**config.mk**
```make
export PLATFORM = sky130hd
export DESIGN_NAME = fwd_hazard_ctrl
export DESIGN_NICKNAME = d
export VERILOG_FILES = /design/src/rtl/rv32_pkg.sv /design/src/rtl/rv32_src_decode.sv /design/src/rtl/fwd_hazard_ctrl.sv
export SDC_FILE = /design/constraint.sdc
export NUM_CORES = 1
export LEC_CHECK = 0
export CAP_MARGIN = 10
export CELL_PAD_IN_SITES_DETAIL_PLACEMENT = 0
export CELL_PAD_IN_SITES_GLOBAL_PLACEMENT = 1
export CORE_MARGIN = 2
export CORE_UTILIZATION = 50
export CTS_CLUSTER_DIAMETER = 100
export DETAILED_ROUTE_END_ITERATION = 8
export DONT_BUFFER_PORTS = 1
export PLACE_DENSITY_LB_ADDON = 0.25
export SLEW_MARGIN = 20
export SYNTH_ARGS = -nofsm -noshare
export SYNTH_HDL_FRONTEND = slang
export SYNTH_SLANG_ARGS = --single-unit
```
**constraint.sdc**
```tcl
create_clock -name clk -period 3.4 [get_ports clk]
set_input_delay 0.17 -clock clk [delete_from_list [all_inputs] [get_ports clk]]
set_output_delay 0.17 -clock clk [all_outputs]
set_load 0.01 [all_outputs]
```
**src/rtl/rv32_pkg.sv**
```systemverilog
// Shared RV32I opcode constants, forward-select encoding and hazard history entry type.
// Constants only; no logic or timing.
package rv32_pkg;

  // instr[6:2] opcode groups
  localparam logic [4:0] OPC_LOAD   = 5'b00000;
  localparam logic [4:0] OPC_OPIMM  = 5'b00100;
  localparam logic [4:0] OPC_AUIPC  = 5'b00101;
  localparam logic [4:0] OPC_STORE  = 5'b01000;
  localparam logic [4:0] OPC_OP     = 5'b01100;
  localparam logic [4:0] OPC_LUI    = 5'b01101;
  localparam logic [4:0] OPC_BRANCH = 5'b11000;
  localparam logic [4:0] OPC_JALR   = 5'b11001;
  localparam logic [4:0] OPC_JAL    = 5'b11011;

  // Forward select value meaning "read the register file"; k>0 selects history entry k-1
  localparam int FWD_REGFILE = 0;

  typedef struct packed {
    logic       valid;
    logic [4:0] rd;
    logic       is_load;
  } hist_t;

  localparam hist_t HIST_BUBBLE = '{valid: 1'b0, rd: 5'd0, is_load: 1'b0};

endpackage

```
**src/rtl/rv32_src_decode.sv**
```systemverilog
// Combinational RV32I opcode decode: register sources used, rd write, load, ALU operand muxing.
// Zero latency; unknown opcodes use no sources and write nothing.
module rv32_src_decode
  import rv32_pkg::*;
(
  input  logic [4:0] opcode,
  output logic       uses_rs1,
  output logic       uses_rs2,
  output logic       writes_rd,
  output logic       is_load,
  output logic       use_pc_a,
  output logic       use_imm_b
);

  always_comb begin
    uses_rs1  = 1'b0;
    uses_rs2  = 1'b0;
    writes_rd = 1'b0;
    is_load   = 1'b0;
    use_pc_a  = 1'b0;
    use_imm_b = (opcode != OPC_OP);
    unique case (opcode)
      OPC_OP: begin
        uses_rs1  = 1'b1;
        uses_rs2  = 1'b1;
        writes_rd = 1'b1;
      end
      OPC_STORE: begin
        uses_rs1 = 1'b1;
        uses_rs2 = 1'b1;
      end
      OPC_BRANCH: begin
        uses_rs1 = 1'b1;
        uses_rs2 = 1'b1;
        use_pc_a = 1'b1;
      end
      OPC_LOAD: begin
        uses_rs1  = 1'b1;
        writes_rd = 1'b1;
        is_load   = 1'b1;
      end
      OPC_OPIMM, OPC_JALR: begin
        uses_rs1  = 1'b1;
        writes_rd = 1'b1;
      end
      OPC_LUI: begin
        writes_rd = 1'b1;
      end
      OPC_AUIPC, OPC_JAL: begin
        writes_rd = 1'b1;
        use_pc_a  = 1'b1;
      end
      default: begin
        uses_rs1 = 1'b0;
      end
    endcase
  end

endmodule

```
**src/rtl/fwd_hazard_ctrl.sv**
```systemverilog
// Decode-stage forwarding select and load-use stall control over a DEPTH-entry producer history.
// Outputs are combinational from instr and history; history and stall counter update each rising edge.
module fwd_hazard_ctrl
  import rv32_pkg::*;
#(
  parameter  int DEPTH    = 2,
  parameter  int LOAD_LAT = 1,
  parameter  int CNT_W    = 32,
  localparam int FW       = $clog2(DEPTH + 1)
) (
  input  logic             clk,
  input  logic             rst,
  input  logic             instr_valid,
  input  logic [31:0]      instr,
  input  logic             flush,
  output logic             stall,
  output logic [FW-1:0]    fwd_a,
  output logic [FW-1:0]    fwd_b,
  output logic             use_pc_a,
  output logic             use_imm_b,
  output logic [CNT_W-1:0] stall_cnt
);

  hist_t            hist_q [DEPTH];
  hist_t            hist_d [DEPTH];
  logic [CNT_W-1:0] stall_cnt_q, stall_cnt_d;

  logic          uses_rs1, uses_rs2, writes_rd, is_load;
  logic [4:0]    rs1, rs2, rd;
  logic [FW-1:0] sel_a, sel_b;
  logic          load_hit_a, load_hit_b;
  logic          issue;
  logic          unused_instr_bits;

  assign rs1 = instr[19:15];
  assign rs2 = instr[24:20];
  assign rd  = instr[11:7];
  assign unused_instr_bits = ^{instr[31:25], instr[14:12], instr[1:0]};

  rv32_src_decode u_decode (
    .opcode    (instr[6:2]),
    .uses_rs1  (uses_rs1),
    .uses_rs2  (uses_rs2),
    .writes_rd (writes_rd),
    .is_load   (is_load),
    .use_pc_a  (use_pc_a),
    .use_imm_b (use_imm_b)
  );

  // Walk oldest to youngest so the youngest matching producer wins.
  always_comb begin
    sel_a      = FW'(FWD_REGFILE);
    sel_b      = FW'(FWD_REGFILE);
    load_hit_a = 1'b0;
    load_hit_b = 1'b0;
    for (int k = DEPTH - 1; k >= 0; k--) begin
      if (uses_rs1 && rs1 != 5'd0 && hist_q[k].valid && hist_q[k].rd == rs1) begin
        sel_a      = FW'(k + 1);
        load_hit_a = hist_q[k].is_load && (k < LOAD_LAT);
      end
      if (uses_rs2 && rs2 != 5'd0 && hist_q[k].valid && hist_q[k].rd == rs2) begin
        sel_b      = FW'(k + 1);
        load_hit_b = hist_q[k].is_load && (k < LOAD_LAT);
      end
    end
  end

  assign stall = instr_valid && !flush && !rst && (load_hit_a || load_hit_b);
  assign fwd_a = (instr_valid && !rst && !stall) ? sel_a : FW'(FWD_REGFILE);
  assign fwd_b = (instr_valid && !rst && !stall) ? sel_b : FW'(FWD_REGFILE);
  assign issue = instr_valid && !stall && !flush && writes_rd;

  always_comb begin
    hist_d[0] = issue ? '{valid: 1'b1, rd: rd, is_load: is_load} : HIST_BUBBLE;
    for (int k = 1; k < DEPTH; k++) begin
      hist_d[k] = hist_q[k-1];
    end
    stall_cnt_d = stall_cnt_q;
    if (stall && stall_cnt_q != {CNT_W{1'b1}}) begin
      stall_cnt_d = stall_cnt_q + 1'b1;
    end
  end

  always_ff @(posedge clk) begin
    if (rst) begin
      for (int k = 0; k < DEPTH; k++) begin
        hist_q[k] <= HIST_BUBBLE;
      end
      stall_cnt_q <= '0;
    end else begin
      for (int k = 0; k < DEPTH; k++) begin
        hist_q[k] <= hist_d[k];
      end
      stall_cnt_q <= stall_cnt_d;
    end
  end

  assign stall_cnt = stall_cnt_q;

endmodule

```
==> results.cfg, run 1 <==
[die]
ioPinCount = 75
rows = 26
fp.dieW_um = 77.3
start_util_pct = 52.2
core_area_um2 = 5140
fp.dieH_um = 77.3
dieArea_um2 = 5970

[clock_network]
cts_setup_buffers = 0
cts_tree = built
clk_latency_ps = 300
cts_inserted_buffers = 5
cts_root_buf = clkbuf_8
htreeDepth = 2
clock-sinks = 45
cts_buffer_depth = 2
clk_pin_slew_ps = 90

[power]
fin_total_pwr_uw = 901
power.density_nw_per_um2 = 317
ir_drop_mv = 0.306
leakage_uw = 0.000915

[sta]
maxSlewViolCount = 0
rsz0062_at_grt = no
layout_min_cycle_time_ps = 2570
setup_ws_ps = 830
fin_crit_sh_pct = 75.6
clock_skew_ps = 8.07
worst_slew_pin_slew_ps = 925
setup_tns_ps = 0
hold_viol = 0
slew_headroom_pct = 38.1
setup_viol = 0
timing.fmax_ghz = 0.389

[placement]
place_hpwl_um = 4060
place_congestion = 0.789
port_buffers = 0
post-place-ws_ps = 858
place_area_um2 = 2700

[logic_synthesis]
yosys_warnings = 0
synth_edf_count = 0
synth_async_sr_flop_share_pct = 0
synth_nets = 354
synth.distinct_cells = 49
ys_seq_area_share_pct = 33.6
synth_ff_type = dfxtp_1
synth_seq_cells = 45
avgSynthCellArea_um2 = 8.47
syn_inst = 317
synthesis.area_um2 = 2680

[global_routing]
grt_pass1_wl_um = 10500
grt_pass1_vias = 2176
antenna_found_initial = 0
grt_max_degree = 53
gr-usage-all-layers_pct = 21.4
grt-ovfl-total = 0

[layout]
fillCellCount = 504
drive_gt1_share_pct = 12.0
nets = 352
layout_common_cells = dfxtp_1 (45), nor2_1 (26), nor2b_1 (20)
stdcell_area_um2 = 2850
finish.utilization_pct = 55.4
layout_commonest_cell = dfxtp_1
area_growth_pct = 6.06
diodes = 0

[drt]
wl_um = 5980
drc = 0
routedWlPerCell_um = 15.5
drt-initial-drc-count = 91
drtAntennaViolNets = 0
vias = 2285
drt-vias-per-instance = 5.92
drt-pass1-iter-count = 4

[worst_setup_path]
crit_fanout = 39
crit_arrival_ps = 2760
worst-setup-path-type = reg2reg
cp.required_ps = 3590
start_kind = flip-flop
cp-end-kind = flip-flop

[run_status]
outcome = completed

[job]
drv_cap = 0

[worst_hold_path]
hp-class = in2reg
## sequential cells by signal, indices dropped and copies added (netlist names)
name and flops:
stall_cnt 32, hist_q 13
## worst max-delay path, cell delays in order, from the launching register on
cell and delay [ps]:
dfxtp_1 510, nand4_2 260, nor4_4 510, nand3_2 210, nor4_4 160, buf_4 390
nor4_1 120, mux2_2 280
## synthesized netlist by cell type (2+ instances only)
master / instances / share of area, %
a21oi_1: 19 / 3.5
and2_1: 7 / 1.6
and3_1: 6 / 1.4
and4_1: 2 / 0.65
buf_1: 2 / 0.28
buf_2: 4 / 0.75
buf_4: 3 / 0.84
buf_6: 3 / 1.3
clkbuf_1: 6 / 0.84
dfxtp_1: 45 / 34
inv_1: 4 / 0.56
mux2_2: 13 / 5.5
nand2_1: 18 / 2.5
nand3_1: 14 / 2.6
nand3_2: 2 / 0.75
nand3b_1: 3 / 0.84
nand4_1: 13 / 3.0
nor2_1: 26 / 3.6
nor2b_1: 20 / 4.7
nor3_1: 11 / 2.1
nor4_1: 10 / 2.3
nor4_2: 2 / 0.93
nor4b_1: 2 / 0.65
o21ai_0: 7 / 1.3
o31ai_1: 13 / 3.6
or3_1: 7 / 1.6
or4_1: 15 / 4.2
xnor2_1: 10 / 3.3
xor2_1: 10 / 3.3
## through the flow
| stage | std cells | hold WS (ps) |
|---|---|---|
| after detailed placement | 372 | 247 |
| after CTS | 386 | 28.3 |
| after global placement | 372 | 245 |
| after floorplan | 317 | 292 |
| final | 386 | 52.8 |
| after global routing | 386 | 31.7 |
## routing by layer
layer  vias to the layer above  part of all wire, %  track usage, %
li1                       1164                    -               -
met1                      1061                   47            28.0
met2                        51                   47            34.3
met3                         9                  4.9            5.53
met4                         0                  1.5            6.96
met5                         -                    0               0
## area by class of cell
class,count,area (um^2),area share [%]
Multi-Input combinational cell,250,1670,58.7
Sequential cell,45,901,31.6
Tap cell,70,87.6,3.08
Timing Repair Buffer,9,82.6,2.90
Clock buffer,5,68.8,2.42
Clock inverter,3,21.3,0.747
Inverter,4,15.0,0.527
## final timing paths
| kind | endpoint | startpoint | slack [ps] | cells after the start |
|---|---|---|---|---|
| max reg2reg | stall_cnt[19] | stall_cnt[7] | 830 | 7 |
| min reg2reg | hist_q[0][13] | hist_q[0][6] | 500 | 1 |
| max | stall_cnt[19] | stall_cnt[7] | 830 | 7 |
| min | stall_cnt[0] | rst | 50 | 2 |
## power breakdown
part / internal (uW) / switching (uW) / total (uW)
sequential: 528 / 1.12 / 529
combinational: 22.5 / 18.8 / 41.4
clock: 146 / 185 / 331
total: 696 / 205 / 901
## logic make-up (layout without fill, tap and decap cells)
| logic type | count (synthesis) | count (layout) | synth area share (%) |
|---|---|---|---|
| buf+inv | 22 | 21 | 4.52 |
| flops | 45 | 45 | 33.6 |
| simple gates | 169 | 169 | 38.1 |
| xor+xnor | 20 | 20 | 6.53 |
| compound gates | 47 | 47 | 11.4 |
| fa+ha+maj | 1 | 1 | 0.466 |
| mux | 13 | 13 | 5.45 |
## timing repair
| action | CTS | global route |
|---|---|---|
| hold endpoints to repair | 28 | 0 |
| hold buffers | 6 | 0 |
| endpoints found under the setup margin | 0 | 0 |
| gates resized for setup | 0 | 0 |
Power figures use the tool's default switching activity.
==> run 2: changes to the inputs <==
--- a/config.mk
+++ b/config.mk
@@ -9,7 +9,7 @@
 export CELL_PAD_IN_SITES_DETAIL_PLACEMENT = 0
 export CELL_PAD_IN_SITES_GLOBAL_PLACEMENT = 1
 export CORE_MARGIN = 2
-export CORE_UTILIZATION = 50
+export CORE_UTILIZATION = 46
 export CTS_CLUSTER_DIAMETER = 100
 export DETAILED_ROUTE_END_ITERATION = 8
 export DONT_BUFFER_PORTS = 1
==> constraint.sdc (replaced) <==
create_clock -name clk -period 2.52 [get_ports clk]
set_input_delay 0.126 -clock clk [delete_from_list [all_inputs] [get_ports clk]]
set_output_delay 0.126 -clock clk [all_outputs]
set_load 0.01 [all_outputs]
==> run 2 against run 1 <==
Compared with the run above:
- global-route usage is 0.97 points lower
- sequential cell count stayed put
- via count is 1.5% higher
- clock power is 34% higher
- combinational power is 36% higher
- sequential power is 35% higher
- sequential share of layout area is 0.80 points lower
- count of clock-buffer cells in the layout stayed put
- utilization is 3.0 points lower
- register-to-register slack worse by 530 ps
- setup slack worse by 590 ps
- wire length is 3.9% higher
==> results.cfg, run 2 (synthesis results as in run 1) <==
[run_status]
outcome = completed

[global_routing]
grt_pass1_wl_um = 10400
grt_max_degree = 53
grt_pass1_vias = 2160
grt-ovfl-total = 0
gr-usage-all-layers_pct = 20.4
antenna_found_initial = 0

[worst_hold_path]
min-delay-start = rst
hp-class = in2reg

[power]
clockPowerShare_pct = 36.5
comb_power_share_pct = 4.6
power.density_nw_per_um2 = 415
power.internal_uw = 934
netSwitchingFraction_pct = 23.0
pwr-share-seq_pct = 58.8
ir_drop_mv = 0.326
switchingPower_uw = 279
leakage_uw = 0.000970

[clock_network]
clk_pin_slew_ps = 90
cts_tree = built
htreeDepth = 2
cts_buffer_depth = 2
cts_root_buf = clkbuf_8
clk_latency_ps = 300
cts_setup_buffers = 0
cts_inserted_buffers = 5
clock-sinks = 45

[drt]
routedWlPerCell_um = 15.6
drtAntennaViolNets = 0
vias = 2320
wl_um = 6210
drc = 0
drt-vias-per-instance = 5.84
drt-pass1-iter-count = 4
drt-initial-drc-count = 145

[die]
start_util_pct = 48.1
core_area_um2 = 5570
fp.dieW_um = 80.4
dieArea_um2 = 6460
ioPinCount = 75
fp.dieH_um = 80.4
rows = 27

[layout]
largest_register_ffs = 32
diodes = 0
drive_gt1_share_pct = 14.8
area_growth_pct = 8.81
layout_commonest_cell = dfxtp_1
nets = 361
layout_common_cells = dfxtp_1 (45), nor2_1 (26), nor2b_1 (20)

[worst_setup_path]
timing.rr.start = stall_cnt[9]
crit_fanout = 52
start_kind = flip-flop
cp.required_ps = 2390
crit_arrival_ps = 2160
worst-setup-path-type = reg2out
cp-end-kind = output pin
startpoint = hist_q[0][5]

[placement]
place_congestion = 0.812
place_hpwl_um = 4230
port_buffers = 0

[sta]
worst_hold_slack_ps = 29.7
hold_viol = 0
setup_tns_ps = 0
clock_skew_ps = 9.39
setup_viol = 0
worst_slew_pin_slew_ps = 536
layout_min_cycle_time_ps = 2280
slew_headroom_pct = 64.3
timing.fmax_ghz = 0.438
maxSlewViolCount = 0
fin_crit_sh_pct = 90.6
rsz0062_at_grt = no

[job]
drv_cap = 0
[run 2: cell types whose count changed in the layout (fill, tap and decap cells not counted)]
cell,before,now
buf_4,3,11
buf_12,0,1
buf_2,0,1
clkinv_2,1,2
dlygate4sd3_1,6,5
inv_6,1,0
[run 2: routing by layer]
metal  wire, um  vias up  track usage [%]  part of all wire, %
met5          0        -                0                    0
met4         34        0             4.58                 0.55
met3        320        2             6.18                  5.2
met2       2770       44             30.3                   45
met1       3090     1089             29.0                   50
li1           -     1185                -                    -
[run 2: path summary, 6_finish.rpt]
kind,depth (start not counted),to,slack [ps]
max,7,fwd_a[1],240
min reg2reg,1,hist_q[0][13],500
min,3,stall_cnt[1],30
max reg2reg,7,stall_cnt[11],300
[run 2: cell type report]
class,instances,area (um^2)
Inverter,4,15.0
Sequential cell,45,901
Multi-Input combinational cell,250,1670
Fill cell,557,2650
Tap cell,72,90.1
Clock buffer,5,68.8
Timing Repair Buffer,18,158
Clock inverter,3,17.5
[run 2: power by group through the flow]
stage | registers, uW | logic, uW | clock network, uW
floorplan | 730 | 50.8 | 0
global placement | 730 | 42.2 | 0
detailed placement | 730 | 42.9 | 0
CTS | 714 | 57.1 | 462
global route | 714 | 63.9 | 493
finish | 713 | 56.2 | 443
[run 2: timing repair]
item                      CTS  global route
hold buffers                6             0
hold endpoints to repair   30             0
gates resized for setup     0             0
[run 2: critical path: stages, from the launching register on]
cell,delay (ps)
dfxtp_1,380
xor2_1,180
nor4_1,80
and3_1,190
a22oi_2,200
buf_12,250
nand3_2,110
nor4_1,460
[run 2: per-stage QoR]
| stage | cells | util (%) | total power, uW | cell area, um^2 | setup WS, ps |
|---|---|---|---|---|---|
| detailed placement | 383 | 49.9 | 773 | 2780 | 300 |
| floorplan | 317 | - | 781 | 2680 | 461 |
| global route | 397 | 52.4 | 1270 | 2920 | 4.04 |
| finish | 397 | 52.4 | 1210 | 2920 | 237 |
| CTS | 397 | 52.5 | 1230 | 2930 | 183 |
| global placement | 383 | 49.9 | 772 | 2780 | 324 |
==> run 3: changes to the inputs <==
--- a/config.mk
+++ b/config.mk
@@ -8,6 +8,7 @@
 export CAP_MARGIN = 10
 export CELL_PAD_IN_SITES_DETAIL_PLACEMENT = 0
 export CELL_PAD_IN_SITES_GLOBAL_PLACEMENT = 1
+export CORE_ASPECT_RATIO = 0.6
 export CORE_MARGIN = 2
 export CORE_UTILIZATION = 46
 export CTS_CLUSTER_DIAMETER = 100
==> run 3 against run 2 <==
Compared with the run above:
- worst hold slack got worse by 4.9 ps
- die area rose by 0.30%
- cell count rose by 3.5%
- utilization rose by 2.0 points
- fmax fell by 1.8%
- cell area rose by 4.3%
- first-iteration DRC count rose by 0.69%
- setup slack got worse by 42 ps
- via count rose by 1.3%
- power rose by 19%
- largest power group unchanged
==> results.cfg, run 3 (synthesis results as in run 1) <==
[layout]
diodes = 0
drive_gt1_share_pct = 16.6
fillCellCount = 543
regArea_um2 = 901
finish.utilization_pct = 54.4
layout_commonest_cell = dfxtp_1
multiInputGateArea_um2 = 1680
nets = 367
largest_register_ffs = 32
layout_common_cells = dfxtp_1 (45), nor2_1 (26), nor2b_1 (20)
area_growth_pct = 13.5

[power]
clockPowerShare_pct = 46.4
ir_drop_mv = 0.222
comb_power_share_pct = 4.1
netSwitchingFraction_pct = 20.9
leakage_uw = 0.00103
pwr-share-seq_pct = 49.4
power.internal_uw = 1140
switchingPower_uw = 302
power.density_nw_per_um2 = 474

[die]
start_util_pct = 48.0
core_area_um2 = 5600
dieArea_um2 = 6480
rows = 21
fp.dieW_um = 103
ioPinCount = 75
fp.dieH_um = 63.2

[drt]
drc = 0
drtAntennaViolNets = 0
drt-initial-drc-count = 146
wl_um = 6770
drt-vias-per-instance = 5.72
drt-pass1-iter-count = 5
vias = 2351
routedWlPerCell_um = 16.5

[global_routing]
grt_max_degree = 30
grt_pass1_wl_um = 11300
grt-ovfl-total = 0
gr-usage-all-layers_pct = 22.0
grt_pass1_vias = 2219
antenna_found_initial = 0

[worst_setup_path]
cp.required_ps = 2700
crit_slowest_cell = dfxtp_1
start_kind = flip-flop
crit_buf_inv = 2
path_common_cell = nor4_4
crit_arrival_ps = 2500
cp-end-kind = flip-flop
crit_fanout = 27
slowest_delay_ps = 470
critPathTopFamily = simple AND/OR/NAND/NOR gates
path_cells = nand4_2 > nor4_4 > nand3_2 > nor4_4 > buf_12 > buf_4 > or4_1 > a21oi_1
worst-setup-path-type = reg2reg

[sta]
maxSlewViolCount = 0
slew_headroom_pct = 66.7
clock_skew_ps = 6.88
hold_viol = 0
timing.fmax_ghz = 0.430
rsz0062_at_grt = no
setup_tns_ps = 0
fin_crit_sh_pct = 92.3
layout_min_cycle_time_ps = 2320
setup_viol = 0
worst_slew_pin_slew_ps = 499

[placement]
port_buffers = 0
place_hpwl_um = 4880
place_congestion = 0.886

[clock_network]
clock-sinks = 45
clk_pin_slew_ps = 90
cts_setup_buffers = 0
cts_tree = built
htreeDepth = 2
clk_latency_ps = 310
cts_buffer_depth = 2
cts_root_buf = clkbuf_8
cts_inserted_buffers = 5

[worst_hold_path]
hp-class = in2reg

[job]
drv_cap = 0

[run_status]
outcome = completed
-- run 3: cell types whose count changed in the layout (fill, tap and decap cells not counted) --
| cell | before | now |
|---|---|---|
| clkinvlp_4 | 1 | 0 |
| buf_12 | 1 | 2 |
| nor4_2 | 1 | 2 |
| clkinv_2 | 2 | 0 |
| buf_4 | 11 | 16 |
| inv_6 | 0 | 1 |
| bufinv_16 | 0 | 2 |
| nor4_1 | 10 | 9 |
-- run 3: per-layer routing --
layer  up-vias  part of all wire, %  track usage, %
met5         -                    0               0
met4         0                 0.43            4.50
met3         4                  7.5            6.55
met2        66                   39            28.8
met1      1088                   54            34.9
li1       1193                    -               -
-- run 3: area by class of cell --
type                    instances  share of cell area (%)
clock buffers                   5                    2.26
clock inverters                 3                    2.26
inverters                       4                   0.493
multi-input cells             250                    55.1
flip-flops and latches         45                    29.6
well taps                      80                    3.29
repair buffers                 24                    7.07
-- run 3: per-stage QoR --
step	instances	instance area [um^2]	power, uW	setup slack (ps)	hold WS [ps]
finish	411	3050	1440	195	24.8
global route	411	3050	1490	42.5	30.7
CTS	411	3040	1460	140	0.0282
detailed placement	397	2850	775	151	203
global placement	397	2850	774	246	201
floorplan	317	2680	781	461	248
-- run 3: power by group through the flow --
| stage | logic (uW) | registers [uW] | clock network [uW] |
|---|---|---|---|
| final | 59.4 | 714 | 670 |
| after CTS | 59.0 | 714 | 688 |
| after floorplan | 50.8 | 730 | 0 |
| after global placement | 44.0 | 730 | 0 |
| after global routing | 67.1 | 714 | 707 |
| after detailed placement | 44.5 | 730 | 0 |
-- run 3: worst paths after layout --
kind                                   start            end  slack (ps)  cells past startpoint
worst min-delay path                instr[6]   hist_q[0][0]          20                      2
worst max-delay path            stall_cnt[9]   stall_cnt[6]         200                      8
worst max register to register  stall_cnt[9]   stall_cnt[6]         200                      8
worst min register to register  hist_q[0][6]  hist_q[0][13]         500                      1
-- run 3: timing repair --
| item | CTS | global route |
|---|---|---|
| hold buffers | 6 | 0 |
| gates resized for setup | 0 | 1 |
| endpoints found under the setup margin | 0 | 4 |
| endpoints found under the hold margin | 30 | 0 |
-- run 3: worst reg2reg max path, stage by stage (launching register included) --
cell,delay (ps)
dfxtp_1,470
nand4_2,270
nor4_4,360
nand3_2,190
nor4_4,310
buf_12,220
buf_4,190
or4_1,120
a21oi_1,60
